[config.mk]
export PLATFORM = sky130hd
export DESIGN_NAME = clock_digit_ctrl
export DESIGN_NICKNAME = d
export VERILOG_FILES = /design/src/rtl/clock_digit_ctrl.sv
export SDC_FILE = /design/constraint.sdc
export NUM_CORES = 1
export LEC_CHECK = 0
export BUFFER_PORTS_ARGS = -buffer_cell sky130_fd_sc_hd__buf_4
export CORE_UTILIZATION = 35
export DETAILED_ROUTE_END_ITERATION = 10
export GPL_TIMING_DRIVEN = 0
export HOLD_SLACK_MARGIN = 0.15
export PLACE_DENSITY_LB_ADDON = 0.05
export SKIP_CTS_REPAIR_TIMING = 1
export SYNTH_ARGS = -nofsm -noshare
export SYNTH_HDL_FRONTEND = slang
export SYNTH_SLANG_ARGS = --single-unit
[constraint.sdc]
create_clock -name sysclk -period 3.03 [get_ports sysclk]
set_input_delay 0.1515 -clock sysclk [delete_from_list [all_inputs] [get_ports sysclk]]
set_output_delay 0.1515 -clock sysclk [all_outputs]
set_load 0.005 [all_outputs]
[src/rtl/clock_digit_ctrl.sv]
// clock_digit_ctrl: HH:MM:SS digit command sequencer for run and set modes.
// Optional: define SETEXIT_SEC_CLEAR_EN to clear seconds when leaving SET_HOUR.
`timescale 1ns/1ps
module clock_digit_ctrl (
    input  logic        sysclk,
    input  logic        rst_n,
    input  logic        tick,
    input  logic        key_mode,
    input  logic        key_up,
    input  logic        key_down,
    input  logic [23:0] dig_val,
    output logic [5:0]  dig_add,
    output logic [5:0]  dig_sub,
    output logic [5:0]  dig_clear,
    output logic [5:0]  dig_keep,
    output logic [29:0] dig_reset,
    output logic [1:0]  mode
);
    typedef enum logic [1:0] {
        RUN      = 2'b00,
        SET_SEC  = 2'b01,
        SET_MIN  = 2'b10,
        SET_HOUR = 2'b11
    } mode_e;

    localparam logic [4:0] LD_NONE = 5'b00001;
    localparam logic [4:0] LD_9    = 5'b00010;
    localparam logic [4:0] LD_5    = 5'b00100;
    localparam logic [4:0] LD_3    = 5'b01000;
    localparam logic [4:0] LD_2    = 5'b10000;

    mode_e           mode_q, mode_d;
    logic            busy_q, busy_d;
    logic            pend_q, pend_d;
    logic [5:0]      add_q, add_d;
    logic [5:0]      sub_q, sub_d;
    logic [5:0]      clr_q, clr_d;
    logic [5:0]      keep_q, keep_d;
    logic [5:0][4:0] ld_q, ld_d;
    logic [5:0][3:0] d;
    logic [2:0]      fb, ft;
    logic [1:0]      h_add, h_clr;
    logic            do_mode, do_up, do_down, do_tick;

    assign d  = dig_val;
    // units / tens digit index of the field being set (only used in SET states)
    assign fb = {mode_q - 2'd1, 1'b0};
    assign ft = fb + 3'd1;

    // one accepted event per non-busy cycle: mode > up > down, tick in RUN only
    assign do_mode = !busy_q && key_mode;
    assign do_up   = !busy_q && !key_mode && key_up && (mode_q != RUN);
    assign do_down = !busy_q && !key_mode && !key_up && key_down
                     && (mode_q != RUN);
    assign do_tick = !busy_q && !key_mode && (tick || pend_q)
                     && (mode_q == RUN);
    assign busy_d  = do_mode || do_up || do_down || do_tick;

    // mode state register
    always_ff @(posedge sysclk or negedge rst_n) begin
        if (!rst_n) mode_q <= RUN;
        else        mode_q <= mode_d;
    end

    // mode advances one step per accepted key_mode
    always_comb begin
        mode_d = mode_q;
        if (do_mode) begin
            unique case (mode_q)
                RUN:      mode_d = SET_SEC;
                SET_SEC:  mode_d = SET_MIN;
                SET_MIN:  mode_d = SET_HOUR;
                SET_HOUR: mode_d = RUN;
                default:  mode_d = RUN;
            endcase
        end
    end

    // a tick seen while busy waits one slot; SET states throw it away
    always_comb begin
        pend_d = 1'b0;
        if (mode_q == RUN && mode_d == RUN) begin
            if (do_tick) pend_d = tick && pend_q;
            else         pend_d = pend_q || tick;
        end
    end

    // hour field increment with 23 -> 00 wrap
    always_comb begin
        h_add = 2'b00;
        h_clr = 2'b00;
        if (d[5] == 4'd2 && d[4] == 4'd3) begin
            h_clr = 2'b11;
        end else if (d[4] == 4'd9) begin
            h_clr = 2'b01;
            h_add = 2'b10;
        end else begin
            h_add = 2'b01;
        end
    end

    // per-digit command selection for the accepted event
    always_comb begin
        add_d = '0;
        sub_d = '0;
        clr_d = '0;
        ld_d  = {6{LD_NONE}};
        unique case (1'b1)
            do_tick: begin
                if (d[0] != 4'd9) add_d[0] = 1'b1;
                else begin
                    clr_d[0] = 1'b1;
                    if (d[1] != 4'd5) add_d[1] = 1'b1;
                    else begin
                        clr_d[1] = 1'b1;
                        if (d[2] != 4'd9) add_d[2] = 1'b1;
                        else begin
                            clr_d[2] = 1'b1;
                            if (d[3] != 4'd5) add_d[3] = 1'b1;
                            else begin
                                clr_d[3]   = 1'b1;
                                add_d[5:4] = h_add;
                                clr_d[5:4] = h_clr;
                            end
                        end
                    end
                end
            end
            do_up: begin
                if (mode_q == SET_HOUR) begin
                    add_d[5:4] = h_add;
                    clr_d[5:4] = h_clr;
                end else if (d[fb] != 4'd9) begin
                    add_d[fb] = 1'b1;
                end else begin
                    clr_d[fb] = 1'b1;
                    if (d[ft] != 4'd5) add_d[ft] = 1'b1;
                    else               clr_d[ft] = 1'b1;
                end
            end
            do_down: begin
                if (mode_q == SET_HOUR) begin
                    if (d[4] != 4'd0) sub_d[4] = 1'b1;
                    else if (d[5] != 4'd0) begin
                        ld_d[4]  = LD_9;
                        sub_d[5] = 1'b1;
                    end else begin
                        ld_d[4] = LD_3;
                        ld_d[5] = LD_2;
                    end
                end else if (d[fb] != 4'd0) begin
                    sub_d[fb] = 1'b1;
                end else if (d[ft] != 4'd0) begin
                    ld_d[fb]  = LD_9;
                    sub_d[ft] = 1'b1;
                end else begin
                    ld_d[fb] = LD_9;
                    ld_d[ft] = LD_5;
                end
            end
            do_mode: begin
`ifdef SETEXIT_SEC_CLEAR_EN
                if (mode_q == SET_HOUR) clr_d[1:0] = 2'b11;
`endif
            end
            default: begin
            end
        endcase
    end

    // keep marks digits with no other command this cycle
    always_comb begin
        for (int i = 0; i < 6; i++) begin
            keep_d[i] = !(add_d[i] || sub_d[i] || clr_d[i])
                        && (ld_d[i] == LD_NONE);
        end
    end

    // registered one-cycle command strobes and handshake state
    always_ff @(posedge sysclk or negedge rst_n) begin
        if (!rst_n) begin
            add_q  <= '0;
            sub_q  <= '0;
            clr_q  <= '0;
            keep_q <= '1;
            ld_q   <= {6{LD_NONE}};
            busy_q <= 1'b0;
            pend_q <= 1'b0;
        end else begin
            add_q  <= add_d;
            sub_q  <= sub_d;
            clr_q  <= clr_d;
            keep_q <= keep_d;
            ld_q   <= ld_d;
            busy_q <= busy_d;
            pend_q <= pend_d;
        end
    end

    assign dig_add   = add_q;
    assign dig_sub   = sub_q;
    assign dig_clear = clr_q;
    assign dig_keep  = keep_q;
    assign dig_reset = ld_q;
    assign mode      = mode_q;

endmodule

==> flow_summary.toml, run 1 <==
[run_status]
status = "completed"

[floorplanning]
fp.dieH_um = 78.8
fp-row-count = 27
die_w_um = 78.8
core_region_area_um2 = 5610
initial_core_util = 0.368
pin_count = 86
die_area_um2 = 6210

[sta]
hold_viol_final = 0
rsz0062_at_grt = "no"
fmax_ghz = 0.363
relSlewSlack = 0.390
finalSetupTns_ps = 0
worst-slew-pin-transition_ps = 903
fin_skew_ps = 8.77
period_share = 0.908
drv_slew = 0
finalSetupViolations = 0
min_period_ps = 2750

[cts]
cts-root-buf = "clkbuf_8"
max-clock-path-buffers = 2
htreeDepth = 2
tritoncts = "built"
numCtsBuffers = 5
cts_sinks = 41
clkSlewWorstSetupHoldPaths_ps = 80
clk_latency_ps = 290

[detailed_routing]
drcViolationCount = 0
drtIter0Drc = 94
wl_met1_mm = 2.27
wire_per_inst_um = 13.8
avgViaCountPerCell = 4.92
wl_met3_um = 375
firstDrtPassIters = 4
num_vias = 1745
wl_mm = 4.91
highest_layer = "met4"
ant_nets = 0
met2_length_mm = 2.20

[global_route]
grt_pass1_vias = 1603
antenna_found_initial = 0
grt.total_usage = 0.166
gr-total-overflow = 0
grt_max_degree = 42
grt_pass1_wl_mm = 7.82

[critical_path]
cpPeakStageDelay_ps = 470
rrSetupSlack_ps = 280
r2r-end = "dig_reset[15]"
crit_family = "simple AND/OR/NAND/NOR gates"
worstSetupPathType = "reg2reg"
timing.critical_path.buf_inv = 3
arrival_ps = 2940
end_kind = "register"
rr_startpoint = "mode[0]"
crit_required_ps = 3220
start_kind = "register"
crit_slowest_cell = "dfrtp_2"
crit_chain = "clkinvlp_4, ha_1, buf_6, mux2i_1, o2bb2ai_1, or3b_4, or3_4, clkinv_2, nand2_1"
rr_worst_depth = 9
cp_max_fo = 11

[logic_synthesis]
yosysUniqueCellTypes = 46
postSynthRegisterBits = 41
synth.avg_cell_area_um2 = 10.9
async_flop_share = 1.00
synth_cells = 190
synth_edf_count = 0
netlist_area_um2 = 2060
ys.flop_type = "dfrtp_1"
yosysWarningCount = 0
yosysSeqAreaShare = 0.504

[place]
hpwl_mm = 3.94
gp_congestion = 0.933
io_buffers = 69

[layout]
finalNetCount = 319
drive_gt1_frac = 0.424
diodes = 0
postLayoutCoreUtil = 0.506
areaGrowthSynthToFinish_pct = 37.5

[power]
leakage_nw = 1.37
p_per_area_nw_per_um2 = 647
peakVddDrop_mv = 0.284

[hold_path]
hold_path_class = "in2reg"
hold_depth = 3
worstHoldStart = "dig_val[21]"
hold_path_end = "dig_reset[21]"

[job]
drv_cap = 0
## per-layer routing
layer  track usage  vias to the layer above
li1              -                      840
met1         0.233                      827
met2         0.252                       74
met3        0.0345                        4
met4        0.0611                        0
met5             0                        -
## through the flow
stage	area, um^2	power, mW	setup slack (ps)	instances	hold slack [ps]
finish	2840	1.83	278	355	167
global route	2840	1.97	104	355	171
CTS	2820	1.84	90.0	354	-160
detailed placement	2730	1.47	122	346	155
global placement	2730	1.47	112	346	156
floorplan	2120	1.21	479	205	-144
## state kept, by name (all words and copies together), names as in the netlist
register	cells
pend_q	1
dig_reset	13
dig_add	6
dig_keep	6
dig_clear	6
busy_q	1
dig_sub	6
mode	2
## power by group
part | internal [mW] | total [mW] | switching (mW)
clock network | 0.185 | 0.362 | 0.177
logic | 0.338 | 0.827 | 0.489
registers | 0.600 | 0.646 | 0.0461
total | 1.12 | 1.83 | 0.712
## cells in the final DEF, fill, tap and decap left out, types with 2 or more instances in the layout
| cell type | count |
|---|---|
| buf_4 | 86 |
| dfrtp_1 | 28 |
| nor2_1 | 17 |
| conb_1 | 16 |
| dfstp_2 | 12 |
| nand2_1 | 11 |
| nor3_1 | 9 |
| nand3_1 | 7 |
| ha_1 | 7 |
| o31ai_1 | 6 |
| clkbuf_8 | 6 |
| nand2b_1 | 5 |
| o32ai_1 | 5 |
| inv_1 | 4 |
| mux2i_1 | 4 |
| o2bb2ai_1 | 4 |
| o21ai_0 | 4 |
| nor3b_1 | 4 |
| o21a_1 | 4 |
| nand4_1 | 4 |
| clkbuf_1 | 3 |
| and3_1 | 3 |
| nor4bb_1 | 3 |
| o22ai_1 | 3 |
| clkinvlp_4 | 2 |
| or2_2 | 2 |
| or3_4 | 2 |
## worst max path at each step
stage	startpoint	endpoint	depth (start not counted)	slack (ps)
CTS	mode[0]	dig_reset[15]	9	90
global route	mode[0]	dig_add[1]	8	100
global placement	mode[0]	dig_reset[15]	9	110
floorplan	mode[0]	dig_reset[21]	8	480
finish	mode[0]	dig_reset[15]	9	280
detailed placement	mode[0]	dig_reset[15]	9	120
## cell usage after synthesis (2+ instances only)
master	count	area share
dfrtp_1	29	0.35
buf_4	17	0.062
nor2_1	17	0.031
dfstp_2	12	0.15
nand2_1	11	0.020
nor3_1	9	0.022
ha_1	7	0.042
nand3_1	7	0.017
o31ai_1	6	0.022
nand2b_1	5	0.015
o32ai_1	5	0.021
inv_1	4	0.0073
mux2i_1	4	0.019
nand4_1	4	0.012
nor3b_1	4	0.015
o21a_1	4	0.015
o21ai_0	4	0.0097
o2bb2ai_1	4	0.017
and3_1	3	0.0091
nor4bb_1	3	0.015
o22ai_1	3	0.0091
clkbuf_1	2	0.0036
or2_2	2	0.0061
or3_4	2	0.011
## logic make-up (layout without fill, tap and decap cells)
logic type / count (synthesis) / count (layout) / synth area share
AND/OR/NAND/NOR: 73 / 73 / 0.194
other: 1 / 16 / 0.00182
adder cells (fa/ha/maj): 7 / 7 / 0.0424
AO/OA/AOI/OAI: 36 / 36 / 0.148
flip-flops: 41 / 41 / 0.504
multiplexers: 5 / 5 / 0.0248
buffers and inverters: 27 / 105 / 0.0842
## worst reg2reg max path, delay by kind of cell (launching register included)
family	cells	cell delay, ps
flip-flops	1	470
AO/OA/AOI/OAI	1	170
buffers and inverters	3	460
multiplexers	1	200
adder cells (fa/ha/maj)	1	400
AND/OR/NAND/NOR	3	960
## area by class of cell
class	count	area [um^2]
Buffer	20	146
Clock buffer	7	86.3
Clock inverter	1	7.51
Fill cell	569	2770
Inverter	7	31.3
Multi-Input combinational cell	137	906
Sequential cell	41	1040
Tap cell	72	90.1
Timing Repair Buffer	70	528
No activity file was read; power rests on OpenSTA's default activity.
==> inputs of run 2 (changes only) <==
--- a/config.mk
+++ b/config.mk
@@ -6,7 +6,7 @@
 export NUM_CORES = 1
 export LEC_CHECK = 0
 export BUFFER_PORTS_ARGS = -buffer_cell sky130_fd_sc_hd__buf_4
-export CORE_UTILIZATION = 35
+export CORE_UTILIZATION = 40
 export DETAILED_ROUTE_END_ITERATION = 10
 export GPL_TIMING_DRIVEN = 0
 export HOLD_SLACK_MARGIN = 0.15
==> run 2 against run 1 <==
Clock skew fell by 2.6 ps. Die area fell by 12%. Largest power group unchanged. Critical path type unchanged. Non-clock buffer count rose by 2. Core utilization rose by 8.7 points.
==> flow_summary.toml, run 2 (synthesized netlist as in run 1, its figures left out) <==
[detailed_routing]
num_vias = 1721
ant_nets = 0
wire_per_inst_um = 13.4
avgViaCountPerCell = 4.89
drtIter0Drc = 116
wl_mm = 4.70
firstDrtPassIters = 4
drcViolationCount = 0

[global_route]
grt_max_degree = 42
antenna_found_initial = 0
grt_pass1_wl_mm = 7.54
grt.total_usage = 0.188
gr-total-overflow = 0
grt_pass1_vias = 1606

[power]
leakage_nw = 1.40
p_per_area_nw_per_um2 = 670
pwr-share-seq = 0.334
power_switching_mw = 0.721
p_sw_frac = 0.374
clkPwrFrac = 0.222
peakVddDrop_mv = 0.326
intPower_mw = 1.21
p_comb_frac = 0.444

[layout]
final_cell_mix = "buf_4, dfrtp_1, nor2_1"
diodes = 0
fill_cells = 442
largest_register_ff_count = 13
final_common_cell = "buf_4"
finalNetCount = 321
areaGrowthSynthToFinish_pct = 39.3
multi_input_area_um2 = 918
drive_gt1_frac = 0.432
regArea_um2 = 1040
postLayoutCoreUtil = 0.593

[critical_path]
start_kind = "register"
arrival_ps = 2950
cp_max_fo = 10
worstSetupPathType = "reg2reg"
cpPeakStageDelay_ps = 540
timing.critical_path.buf_inv = 3
crit_slowest_cell = "dfrtp_1"
end_kind = "register"
crit_family = "simple AND/OR/NAND/NOR gates"
crit_chain = "clkinvlp_4, ha_1, buf_6, nor3_1, a221o_1, or3b_4, or3_4, clkinv_2, nand2_1"
crit_required_ps = 3230

[floorplanning]
die_area_um2 = 5450
initial_core_util = 0.426
fp-row-count = 25
core_region_area_um2 = 4850
fp.dieH_um = 73.8
die_w_um = 73.8
pin_count = 86

[place]
io_buffers = 69
gp_congestion = 0.873
hpwl_mm = 3.67

[hold_path]
hold_path_class = "in2reg"

[cts]
cts-root-buf = "clkbuf_8"
htreeDepth = 2
max-clock-path-buffers = 2
cts_sinks = 41
clkSlewWorstSetupHoldPaths_ps = 80
clk_latency_ps = 290
tritoncts = "built"
numCtsBuffers = 5

[sta]
hold_viol_final = 0
rsz0062_at_grt = "no"
min_period_ps = 2750
relSlewSlack = 0.494
fin_skew_ps = 6.18
finalSetupViolations = 0
fmax_ghz = 0.363
finalSetupTns_ps = 0
drv_slew = 0
period_share = 0.908
worst-slew-pin-transition_ps = 749

[run_status]
status = "completed"

[job]
drv_cap = 0
-- run 2: per-stage QoR --
step / std cells / hold slack, ps / worst slack (ps) / power [mW] / area, um^2
global placement: 341 / 148 / 131 / 1.46 / 2720
floorplan: 205 / -144 / 479 / 1.21 / 2120
detailed placement: 341 / 148 / 132 / 1.46 / 2720
global route: 352 / 174 / 102 / 2.06 / 2880
CTS: 349 / -166 / 90.4 / 1.90 / 2830
finish: 352 / 168 / 278 / 1.93 / 2880
-- run 2: power groups by stage --
stage | Sequential [mW] | Clock (mW) | Combinational (mW)
2_1_floorplan | 0.647 | 0 | 0.564
3_3_place_gp | 0.650 | 0 | 0.813
3_5_place_dp | 0.650 | 0 | 0.812
4_1_cts | 0.641 | 0.440 | 0.818
5_1_grt | 0.653 | 0.461 | 0.951
6_report | 0.644 | 0.427 | 0.856
-- run 2: area by class of cell --
cell class	count	share of cell area
Inverter	7	0.0109
Timing Repair Buffer	72	0.189
Clock inverter	2	0.0135
Tap cell	67	0.0292
Multi-Input combinational cell	137	0.319
Clock buffer	6	0.0252
Sequential cell	41	0.362
Buffer	20	0.0509
-- run 2: worst paths after layout --
path                              from            end  slack (ps)  cells after the start
min reg2reg                     pend_q         pend_q         580                      2
max reg2reg                    mode[0]  dig_reset[15]         280                      9
min in group asynchronous        rst_n  dig_reset[11]         370                      2
min                        dig_val[21]  dig_reset[21]         170                      3
max                            mode[0]  dig_reset[15]         280                      9
max in group asynchronous        rst_n    dig_keep[4]        2300                      2
-- run 2: layer usage --
metal	part of all wire	track usage	vias up
met5	0	0	-
met4	0.013	0.0726	0
met3	0.064	0.0384	4
met2	0.47	0.291	77
met1	0.45	0.257	800
li1	-	-	840
-- run 2: tightest hold or removal path: stages --
cell and delay, ps:
buf_4 90, inv_1 60, a31oi_4 110
